===== config.mk =====
export PLATFORM = sky130hd
export DESIGN_NAME = param_cipher_pipe
export DESIGN_NICKNAME = d
export VERILOG_FILES = /design/src/rtl/cipher_pkg.sv /design/src/rtl/cipher_pipe_stage.sv /design/src/rtl/param_cipher_pipe.sv
export SDC_FILE = /design/constraint.sdc
export NUM_CORES = 1
export LEC_CHECK = 0
export CAP_MARGIN = 25
export CORE_ASPECT_RATIO = 1.4
export CORE_MARGIN = 3
export CORE_UTILIZATION = 50
export DETAILED_ROUTE_END_ITERATION = 12
export PLACE_DENSITY = 0.76
export SYNTH_ARGS = -nofsm -noshare
export SYNTH_HDL_FRONTEND = slang
export SYNTH_HIERARCHICAL = 1
export SYNTH_SLANG_ARGS = --single-unit

===== constraint.sdc =====
create_clock -name clk -period 2.1 [get_ports clk]
set_input_delay 0.525 -clock clk [delete_from_list [all_inputs] [get_ports clk]]
set_output_delay 0.525 -clock clk [all_outputs]
set_load 0.02 [all_outputs]

===== src/rtl/cipher_pkg.sv =====
// Shared mode encoding and width-generic bit transforms for the cipher pipe.
package cipher_pkg;

  typedef enum logic {
    MODE_ENC = 1'b0,
    MODE_DEC = 1'b1
  } mode_e;

  // Widest data path the transforms support; callers pass their real width.
  localparam int unsigned MAX_W = 64;

  typedef logic [MAX_W-1:0] word_t;

  // Ones in the low w bits.
  function automatic word_t width_mask(input int unsigned w);
    return (word_t'(1) << w) - word_t'(1);
  endfunction

  // Rotate the low w bits right by s (s < w).
  function automatic word_t rotr(input word_t x, input int unsigned w, input int unsigned s);
    word_t xm;
    xm = x & width_mask(w);
    return ((xm >> s) | (xm << (w - s))) & width_mask(w);
  endfunction

  // Rotate the low w bits left by s (s < w).
  function automatic word_t rotl(input word_t x, input int unsigned w, input int unsigned s);
    word_t xm;
    xm = x & width_mask(w);
    return ((xm << s) | (xm >> (w - s))) & width_mask(w);
  endfunction

  // Bit i becomes x[i] ^ x[i-1]; bit 0 passes through.
  function automatic word_t gray_fwd(input word_t x, input int unsigned w);
    word_t xm;
    xm = x & width_mask(w);
    return (xm ^ (xm << 1)) & width_mask(w);
  endfunction

  // Prefix XOR from the LSB upward, the inverse of gray_fwd.
  function automatic word_t gray_inv(input word_t x, input int unsigned w);
    word_t r;
    r = x & width_mask(w);
    for (int unsigned k = 1; k < MAX_W; k = k << 1) begin
      r = r ^ (r << k);
    end
    return r & width_mask(w);
  endfunction

endpackage


===== src/rtl/cipher_pipe_stage.sv =====
// One valid/ready register slice carrying a data word and its mode bit.
module cipher_pipe_stage #(
  parameter int unsigned W = 8
) (
  input  logic         clk,
  input  logic         rst_n,
  input  logic         up_valid,
  input  logic [W-1:0] up_data,
  input  logic         up_mode,
  output logic         up_ready_c,
  output logic         dn_valid,
  output logic [W-1:0] dn_data,
  output logic         dn_mode,
  input  logic         dn_ready
);

  logic         valid_q, valid_d;
  logic [W-1:0] data_q, data_d;
  logic         mode_q, mode_d;

  // Slot is free when empty or when its current beat leaves this cycle.
  assign up_ready_c = !valid_q || dn_ready;

  // Load a new beat (or a bubble) whenever the slot frees up.
  always_comb begin
    valid_d = valid_q;
    data_d  = data_q;
    mode_d  = mode_q;
    if (up_ready_c) begin
      valid_d = up_valid;
      if (up_valid) begin
        data_d = up_data;
        mode_d = up_mode;
      end
    end
  end

  // Slice registers.
  always_ff @(posedge clk or negedge rst_n) begin
    if (!rst_n) begin
      valid_q <= 1'b0;
      data_q  <= '0;
      mode_q  <= 1'b0;
    end else begin
      valid_q <= valid_d;
      data_q  <= data_d;
      mode_q  <= mode_d;
    end
  end

  assign dn_valid = valid_q;
  assign dn_data  = data_q;
  assign dn_mode  = mode_q;

endmodule


===== src/rtl/param_cipher_pipe.sv =====
// Three-stage rotate/gray/invert cipher with per-beat encrypt/decrypt mode.
module param_cipher_pipe
  import cipher_pkg::*;
#(
  parameter int unsigned WIDTH = 8,
  parameter int unsigned SHIFT = 1
) (
  input  logic             clk,
  input  logic             rst_n,
  input  logic             in_valid,
  output logic             in_ready,
  input  logic [WIDTH-1:0] in_data,
  input  logic             in_mode,
  output logic             out_valid,
  input  logic             out_ready,
  output logic [WIDTH-1:0] out_data,
  output logic             out_mode,
  output logic [15:0]      out_count
);

  logic             s1_valid, s1_mode, s2_valid, s2_mode;
  logic [WIDTH-1:0] s1_data, s2_data;
  logic             s2_ready_c, s3_ready_c;
  logic [WIDTH-1:0] s1_in, s2_in, s3_in;
  word_t            in_w, s1_w, s2_w;
  logic [15:0]      count_q, count_d;

  // Per-stage transform; each stage picks its half of the cipher from the beat's own mode.
  always_comb begin
    in_w  = word_t'(in_data);
    s1_w  = word_t'(s1_data);
    s2_w  = word_t'(s2_data);
    s1_in = (in_mode == MODE_DEC) ? WIDTH'(~in_w)                : WIDTH'(rotr(in_w, WIDTH, SHIFT));
    s2_in = (s1_mode == MODE_DEC) ? WIDTH'(gray_inv(s1_w, WIDTH)) : WIDTH'(gray_fwd(s1_w, WIDTH));
    s3_in = (s2_mode == MODE_DEC) ? WIDTH'(rotl(s2_w, WIDTH, SHIFT)) : WIDTH'(~s2_w);
  end

  cipher_pipe_stage #(.W(WIDTH)) u_s1 (
    .clk        (clk),
    .rst_n      (rst_n),
    .up_valid   (in_valid),
    .up_data    (s1_in),
    .up_mode    (in_mode),
    .up_ready_c (in_ready),
    .dn_valid   (s1_valid),
    .dn_data    (s1_data),
    .dn_mode    (s1_mode),
    .dn_ready   (s2_ready_c)
  );

  cipher_pipe_stage #(.W(WIDTH)) u_s2 (
    .clk        (clk),
    .rst_n      (rst_n),
    .up_valid   (s1_valid),
    .up_data    (s2_in),
    .up_mode    (s1_mode),
    .up_ready_c (s2_ready_c),
    .dn_valid   (s2_valid),
    .dn_data    (s2_data),
    .dn_mode    (s2_mode),
    .dn_ready   (s3_ready_c)
  );

  cipher_pipe_stage #(.W(WIDTH)) u_s3 (
    .clk        (clk),
    .rst_n      (rst_n),
    .up_valid   (s2_valid),
    .up_data    (s3_in),
    .up_mode    (s2_mode),
    .up_ready_c (s3_ready_c),
    .dn_valid   (out_valid),
    .dn_data    (out_data),
    .dn_mode    (out_mode),
    .dn_ready   (out_ready)
  );

  // Count completed output transfers; wraps naturally at 16 bits.
  always_comb begin
    count_d = count_q;
    if (out_valid && out_ready) begin
      count_d = count_q + 16'd1;
    end
  end

  // Transfer counter register.
  always_ff @(posedge clk or negedge rst_n) begin
    if (!rst_n) begin
      count_q <= 16'd0;
    end else begin
      count_q <= count_d;
    end
  end

  assign out_count = count_q;

endmodule


* Yosys cells after proc, flatten, opt, wreduce, memory -nomap -nowiden
Index checks and enable logic that the tools add are counted.
** Word-level totals
- Input port bits :: 13
- Flip-flop bits (word level) :: 46
- Output and inout bits :: 27
- Logic and storage cells :: 34
** Operators by class
- Bitwise gates (word level) :: 10
- Reduce and logical (&&, ||, !) cells :: 10
- Add/sub/neg operators :: 1
- Multiplexer cells :: 3
** Operators with widths (count)
- $mux 8 :: 3
- $xor 8x1->8 const B :: 3
- $xor 8x8->8 :: 3
- $add 16x1->16 const B :: 1
- $not 8->8 :: 2
- $or 7x8->8 :: 1
- $or 8x1->8 :: 1
- $reduce_and 2->1 :: 3
- $logic_not 1->1 :: 3
- $logic_or 1x1->1 :: 3
- $logic_and 1x1->1 :: 1

* Depth between registers and ports, before layout
Gate-level depths: netlist of the first run.
- Depth in word-level cells :: 7
- Gate-level depth with buffers :: 6
- Depth with buffers taken out :: 5

* By module
The synthesis of the first run kept the hierarchy.
** Modules (own cells, without submodules)
- cipher_pipe_stage :: area each 425.4 µm², cells each 22, seq. area each 250.2 µm², instances 3
- param_cipher_pipe :: area each 1046.0 µm², cells each 117, seq. area each 400.4 µm², instances 1

* Worst setup path before layout of the first run
No wires, ideal clock.
- Path type :: in2reg
- From :: input out_ready
- To :: register u_s1.data_q[0], in the netlist u_s1/dn_data[0]
- Cell stages on the path :: 5
- Data arrival time :: 1501 ps
- Library setup time :: 125 ps
- Data required time :: 1975 ps
- Buffers on the path :: 0
- Setup slack :: 474 ps
- Cell sequence :: nand2b_4 -> nand2b_4 -> nand2b_4 -> nand2_8 -> mux2_4
** Between the ends
- Word-level cells in the longest chain between the ends :: 4
** Ends and longest elaborated chain
- from (decl) :: line param_cipher_pipe.sv:15 : input logic out_ready,
- $logic_or 1x1->1 (2 in a row) :: line cipher_pipe_stage.sv:22 : assign up_ready_c = !valid_q || dn_ready;
- net s2_ready_c :: line param_cipher_pipe.sv:23 : logic s2_ready_c, s3_ready_c;
- $logic_or 1x1->1 :: line cipher_pipe_stage.sv:22
- net in_ready :: line param_cipher_pipe.sv:11 : output logic in_ready,
- $reduce_and 2->1 (no line)
- to (signal assigned) :: line cipher_pipe_stage.sv:46 : data_q <= data_d;
- to (decl) :: line cipher_pipe_stage.sv:18 : logic [W-1:0] data_q, data_d;
The timed path passes the listed nets, and every way through them passes these cells.
A chain may end at the register's enable or synchronous reset.

* Final worst setup path of the first run
- From :: register count_q[3], in the netlist out_count[3]
- To :: output out_count[3]
** RTL lines
- from (decl) :: line param_cipher_pipe.sv:26 : logic [15:0] count_q, count_d;
- from (signal assigned) :: line param_cipher_pipe.sv:90 : count_q <= count_d;
- to (decl) :: line param_cipher_pipe.sv:18 : output logic [15:0] out_count
No word-level cell between the ends.

==> impl_metrics.toml, run 1 <==
[global_route]
first_global_vias = 1360
grt_start_max_net_pins = 26
antenna_found_initial = 0
grt_use_total_pct = 14.3
grt_pass1_wl_mm = 6.13
overflow = 0

[detailed_routing]
wl_met3_um = 129
top_layer = "met4"
routed_wirelength_mm = 3.63
wl_met2_mm = 1.89
drc = 0
wire_per_inst_um = 12.3
wl_met1_mm = 1.56
dr.pass1.iters = 4
first_iter_violations = 28
vias = 1470
vias_per_cell = 4.98
ant_nets = 0

[logic_synthesis]
yosys.area.top_type = "dfrtp_1"
synth_edf_count = 0
synthArstFlopShare_pct = 100
ys_ff_latch = 46
synth.distinct_cells = 23
synthTopCellsByCount = "dfrtp_1, mux2_4, xnor2_1, nand2_1, nand3_1"
synth_area_leaders = "dfrtp_1, mux2_4, xnor2_1"
yosys_warnings = 6
yosysMostFrequentCell = "dfrtp_1"
syn-cell-area_um2 = 2320
netlist_instances = 183
avgSynthCellArea_um2 = 12.7
syn-num-nets = 197
yosysSeqAreaShare_pct = 49.6
ys.flop_type = "dfrtp_1"
synth_top_area_share_pct = 49.6

[critical_path]
criticalPathCategory = "register to output port"
critPathTopFamily = "buffers and inverters"
cp.depth = 1
crit_fanout = 7
crit_buf_inv = 1
worst-r2r-setup-slack_ns = 0.36
cp_cell_sequence = "clkdlybuf4s50_1"
start_kind = "register"
crit_arrival_ns = 1.43
rr_endpoint = "u_s2/dn_data[6]"
cp_data_required_time_ns = 1.57
critPathMaxStageDelay_ns = 0.65
slowest_stage = "clkdlybuf4s50_1"
r2r-start = "u_s1/dn_data[0]"
end_kind = "output port"
r2r_cells = 5

[die]
start_util_pct = 53.5
die_area_um2 = 5510
die_width_um = 63.6
num_rows = 28
design.core.area_um2 = 4340
ios = 40
die_h_um = 86.6

[pwr]
vdd_drop_max_uv = 692
power.leakage_nw = 1.32
intPower_mw = 2.31
p_per_area_nw_per_um2 = 1150
p_sw_mw = 1.08
combinationalPowerShare_pct = 39.4
sw_frac_of_total_pct = 31.9
p_clk_share_pct = 19.0
finalPower_mw = 3.39
power.share.sequential_pct = 41.6

[clocking]
clk_latency_ns = 0.30
clk_pin_slew_ns = 0.08
clockBufferDepth = 2
cts_root_buffer = "clkbuf_8"
cts_buffers = 5
clock_sinks = 46
cts_tree = "done"
ctsHoldBuffers = 0
htree_num_levels = 2

[timing]
setup_viol = 0
hold_ws_ns = 0.188
fmaxAchievable_mhz = 512
clock_skew_ns = 0.00595
tightest_slew_ns = 0.507
slew_headroom_pct = 66.2
finalSetupTns_ns = 0
rsz0062_at_grt = "no"
hold_viol = 0
finalCriticalPeriod_ns = 1.95
fin_crit_sh_pct = 93.1
drv_slew = 0

[outcome]
outcome = "finished clean"

[job]
max_cap_violations = 0

[placement]
place.detailed.hpwl_mm = 2.83
place_area_um2 = 2830
gp_congestion = 0.818
port_buffers = 39

[layout]
fill_cells = 361
area_growth_pct = 26.3
post_route_cells_drive_above_1_share_pct = 23.0
final_nets = 248
finalInstanceArea_um2 = 2930
insertedDiodeCount = 0

[hold_path]
holdCritPathClass = "input pin to async pin"
==> worst max path at each step <==
stage,endpoint,from
floorplan,u_s1/dn_data[0],out_ready
global placement,in_ready,out_ready
detailed placement,in_ready,out_ready
CTS,out_count[3],out_count[3]
global route,out_count[3],out_count[3]
finish,out_count[3],out_count[3]
==> cells by family (layout without fill, tap and decap cells) <==
family                   Yosys count  count (layout)  synth area share, %
buffers and inverters              6              58                0.970
multiplexers                      33              33                 20.2
AND/OR/NAND/NOR                   54              54                 14.3
AO/OA/AOI/OAI                     13              13                 2.80
adder cells (fa/ha/maj)            1               1                0.539
XOR/XNOR                          30              30                 11.6
flip-flops                        46              46                 49.6
==> per-layer routing <==
layer | up-vias | GRT usage [%]
met3 | 5 | 3.89
met5 | - | 0
li1 | 724 | -
met1 | 714 | 16.9
met4 | 0 | 4.72
met2 | 27 | 25.2
==> stage by stage <==
| step | std cells | util, % | setup WS (ns) |
|---|---|---|---|
| final | 295 | 67.5 | 0.146 |
| after floorplan | 183 | - | 0.474 |
| after global placement | 287 | 65.2 | -0.440 |
| after global routing | 295 | 67.5 | 0.0942 |
| after CTS | 295 | 67.5 | 0.126 |
| after detailed placement | 287 | 65.2 | -0.424 |
==> registers in the layout, summed over array words and instances (netlist names) <==
register       flops
u_s2/dn_data       8
u_s1/dn_valid      1
u_s2/dn_valid      1
u_s2/dn_mode       1
out_count         16
u_s1/dn_mode       1
u_s3/dn_mode       1
u_s3/dn_data       8
u_s1/dn_data       8
u_s3/dn_valid      1
==> power by group through the flow <==
stage	registers (mW)	logic, mW	clock network [mW]
floorplan	1.55	0.751	0
global placement	1.42	1.33	0
detailed placement	1.43	1.35	0
CTS	1.42	1.35	0.658
global route	1.47	1.43	0.694
finish	1.41	1.34	0.642
==> cells in the final DEF (no fill, tap or decap), drive strengths merged, types with 8 or more instances in the layout <==
cell type / count
nand2: 20
nand3: 10
nor2: 9
xnor2: 22
mux2: 29
buf: 10
xor2: 8
dfrtp: 46
clkdlybuf4s50: 36
==> layout make-up <==
class	instances	area, µm²	area share [%]
Tap cell	60	75.1	2.56
Clock inverter	1	30.0	1.02
Timing Repair Buffer	47	442	15.1
Inverter	3	11.3	0.384
Multi-Input combinational cell	131	1150	39.1
Clock buffer	7	76.3	2.60
Sequential cell	46	1150	39.2
==> timing repair <==
action / in CTS / in global routing
endpoints found under the setup margin: 1 / 0
resized for setup: 6 / 0
setup buffers: 0 / 0
No activity file was read; power rests on OpenSTA's default activity.
==> inputs of run 2 (changes only) <==
--- a/config.mk
+++ b/config.mk
@@ -11,6 +11,7 @@
 export CORE_UTILIZATION = 50
 export DETAILED_ROUTE_END_ITERATION = 12
 export PLACE_DENSITY = 0.76
+export SLEW_MARGIN = 20
 export SYNTH_ARGS = -nofsm -noshare
 export SYNTH_HDL_FRONTEND = slang
 export SYNTH_HIERARCHICAL = 1
==> results of run 2 <==
Final layout, timing and power as in run 1 (identical DEF).
==> inputs of run 3 (changes only) <==
--- a/config.mk
+++ b/config.mk
@@ -11,6 +11,7 @@
 export CORE_UTILIZATION = 50
 export DETAILED_ROUTE_END_ITERATION = 12
 export PLACE_DENSITY = 0.76
+export SETUP_SLACK_MARGIN = 0.1
 export SLEW_MARGIN = 20
 export SYNTH_ARGS = -nofsm -noshare
 export SYNTH_HDL_FRONTEND = slang
==> impl_metrics.toml, run 3 (same netlist as run 1, synthesis figures left out) <==
[outcome]
outcome = "finished clean"

[critical_path]
criticalPathCategory = "register to output port"
critPathTopFamily = "buffers and inverters"
cp_data_required_time_ns = 1.57
end_kind = "output port"
r2r-start = "u_s1/dn_data[0]"
r2r_cells = 5
crit_arrival_ns = 1.40
start_kind = "register"
crit_path_end = "out_count[4]"
critPathLaunch = "out_count[4]"
rr_endpoint = "u_s2/dn_data[6]"
slowest_stage = "clkdlybuf4s50_1"
worst-r2r-setup-slack_ns = 0.36
critPathMaxStageDelay_ns = 0.64
crit_fanout = 6
crit_buf_inv = 1
cp.depth = 1
cp_cell_sequence = "clkdlybuf4s50_1"

[die]
die_area_um2 = 5510
design.core.area_um2 = 4340
die_width_um = 63.6
die_h_um = 86.6
ios = 40
start_util_pct = 53.5
num_rows = 28

[placement]
place.detailed.hpwl_mm = 2.83
gp_congestion = 0.818
port_buffers = 39
dp.cells = 287
place_area_um2 = 2830

[layout]
area_growth_pct = 26.5
final_cell_mix = "dfrtp_1, clkdlybuf4s50_1, mux2_4, xnor2_1, nand2_1"
finalInstanceArea_um2 = 2940
final_common_cell = "dfrtp_1"
multi_input_area_um2 = 1150
post_route_cells_drive_above_1_share_pct = 23.0
final_core_util_pct = 67.6
insertedDiodeCount = 0
fill_cells = 360
seqCellArea_um2 = 1150
instances_no_fill = 295
largest_reg_flops = 16
final_nets = 248

[clocking]
cts_buffers = 5
cts_setup_buffers = 0
htree_num_levels = 2
clk_latency_ns = 0.30
cts_root_buffer = "clkbuf_8"
clk_pin_slew_ns = 0.08
clock_sinks = 46
ctsHoldBuffers = 0
cts_tree = "done"
clockBufferDepth = 2
ctsResizeCount = 6

[pwr]
p_per_area_nw_per_um2 = 1150
power.leakage_nw = 1.33
vdd_drop_max_uv = 700

[global_route]
antenna_found_initial = 0
grt_start_max_net_pins = 26
first_global_vias = 1360
grt_pass1_wl_mm = 6.13
grt_use_total_pct = 14.3
overflow = 0

[hold_path]
holdCritPathClass = "input pin to async pin"

[timing]
hold_ws_ns = 0.188
clock_skew_ns = 0.00595
fmaxAchievable_mhz = 520
hold_viol = 0
rsz0062_at_grt = "no"
tightest_slew_ns = 0.507
fin_crit_sh_pct = 91.5
drv_slew = 0
finalCriticalPeriod_ns = 1.92
slew_headroom_pct = 66.2
setup_viol = 0

[detailed_routing]
drc = 0
first_iter_violations = 36
dr.pass1.iters = 4
wire_per_inst_um = 12.3
vias_per_cell = 4.99
ant_nets = 0
routed_wirelength_mm = 3.63
vias = 1471

[job]
max_cap_violations = 0
## run 3: report_power, final
group,total [mW],leakage [nW],internal [mW],switching [mW]
Sequential,1.41,0.559,1.15,0.261
Clock,0.642,0.0524,0.356,0.286
Combinational,1.33,0.716,0.801,0.532
Total,3.38,1.33,2.31,1.08
## run 3: worst min-delay path by stage
stage	slack [ns]	to	depth (start not counted)
finish	0.19	out_count[13]	1
global route	0.22	out_count[13]	1
CTS	0.20	out_count[13]	1
detailed placement	0.47	out_count[15]	1
global placement	0.46	out_count[15]	1
floorplan	0.23	out_count[0]	0
## run 3: area by class of cell
cell class              instances  area share (%)
clock buffers                   7            2.60
clock inverters                 1            1.02
inverters                       3           0.383
multi-input cells             131            39.1
flip-flops and latches         46            39.2
well taps                      60            2.56
repair buffers                 47            15.1
## run 3: metrics by stage
stage	TNS [ns]	power, mW	setup WS (ns)
after detailed placement	-0.516	2.79	-0.424
after floorplan	0	2.30	0.474
after CTS	0	3.43	0.126
final	0	3.38	0.178
after global placement	-0.526	2.75	-0.440
after global routing	0	3.59	0.121
## run 3: metal layers
layer  global-route usage [%]  vias up  wire [µm]
li1                         -      724          -
met1                     16.9      715       1560
met2                     25.2       27       1900
met3                     3.89        5        129
met4                     4.72        0         53
met5                        0        -          0
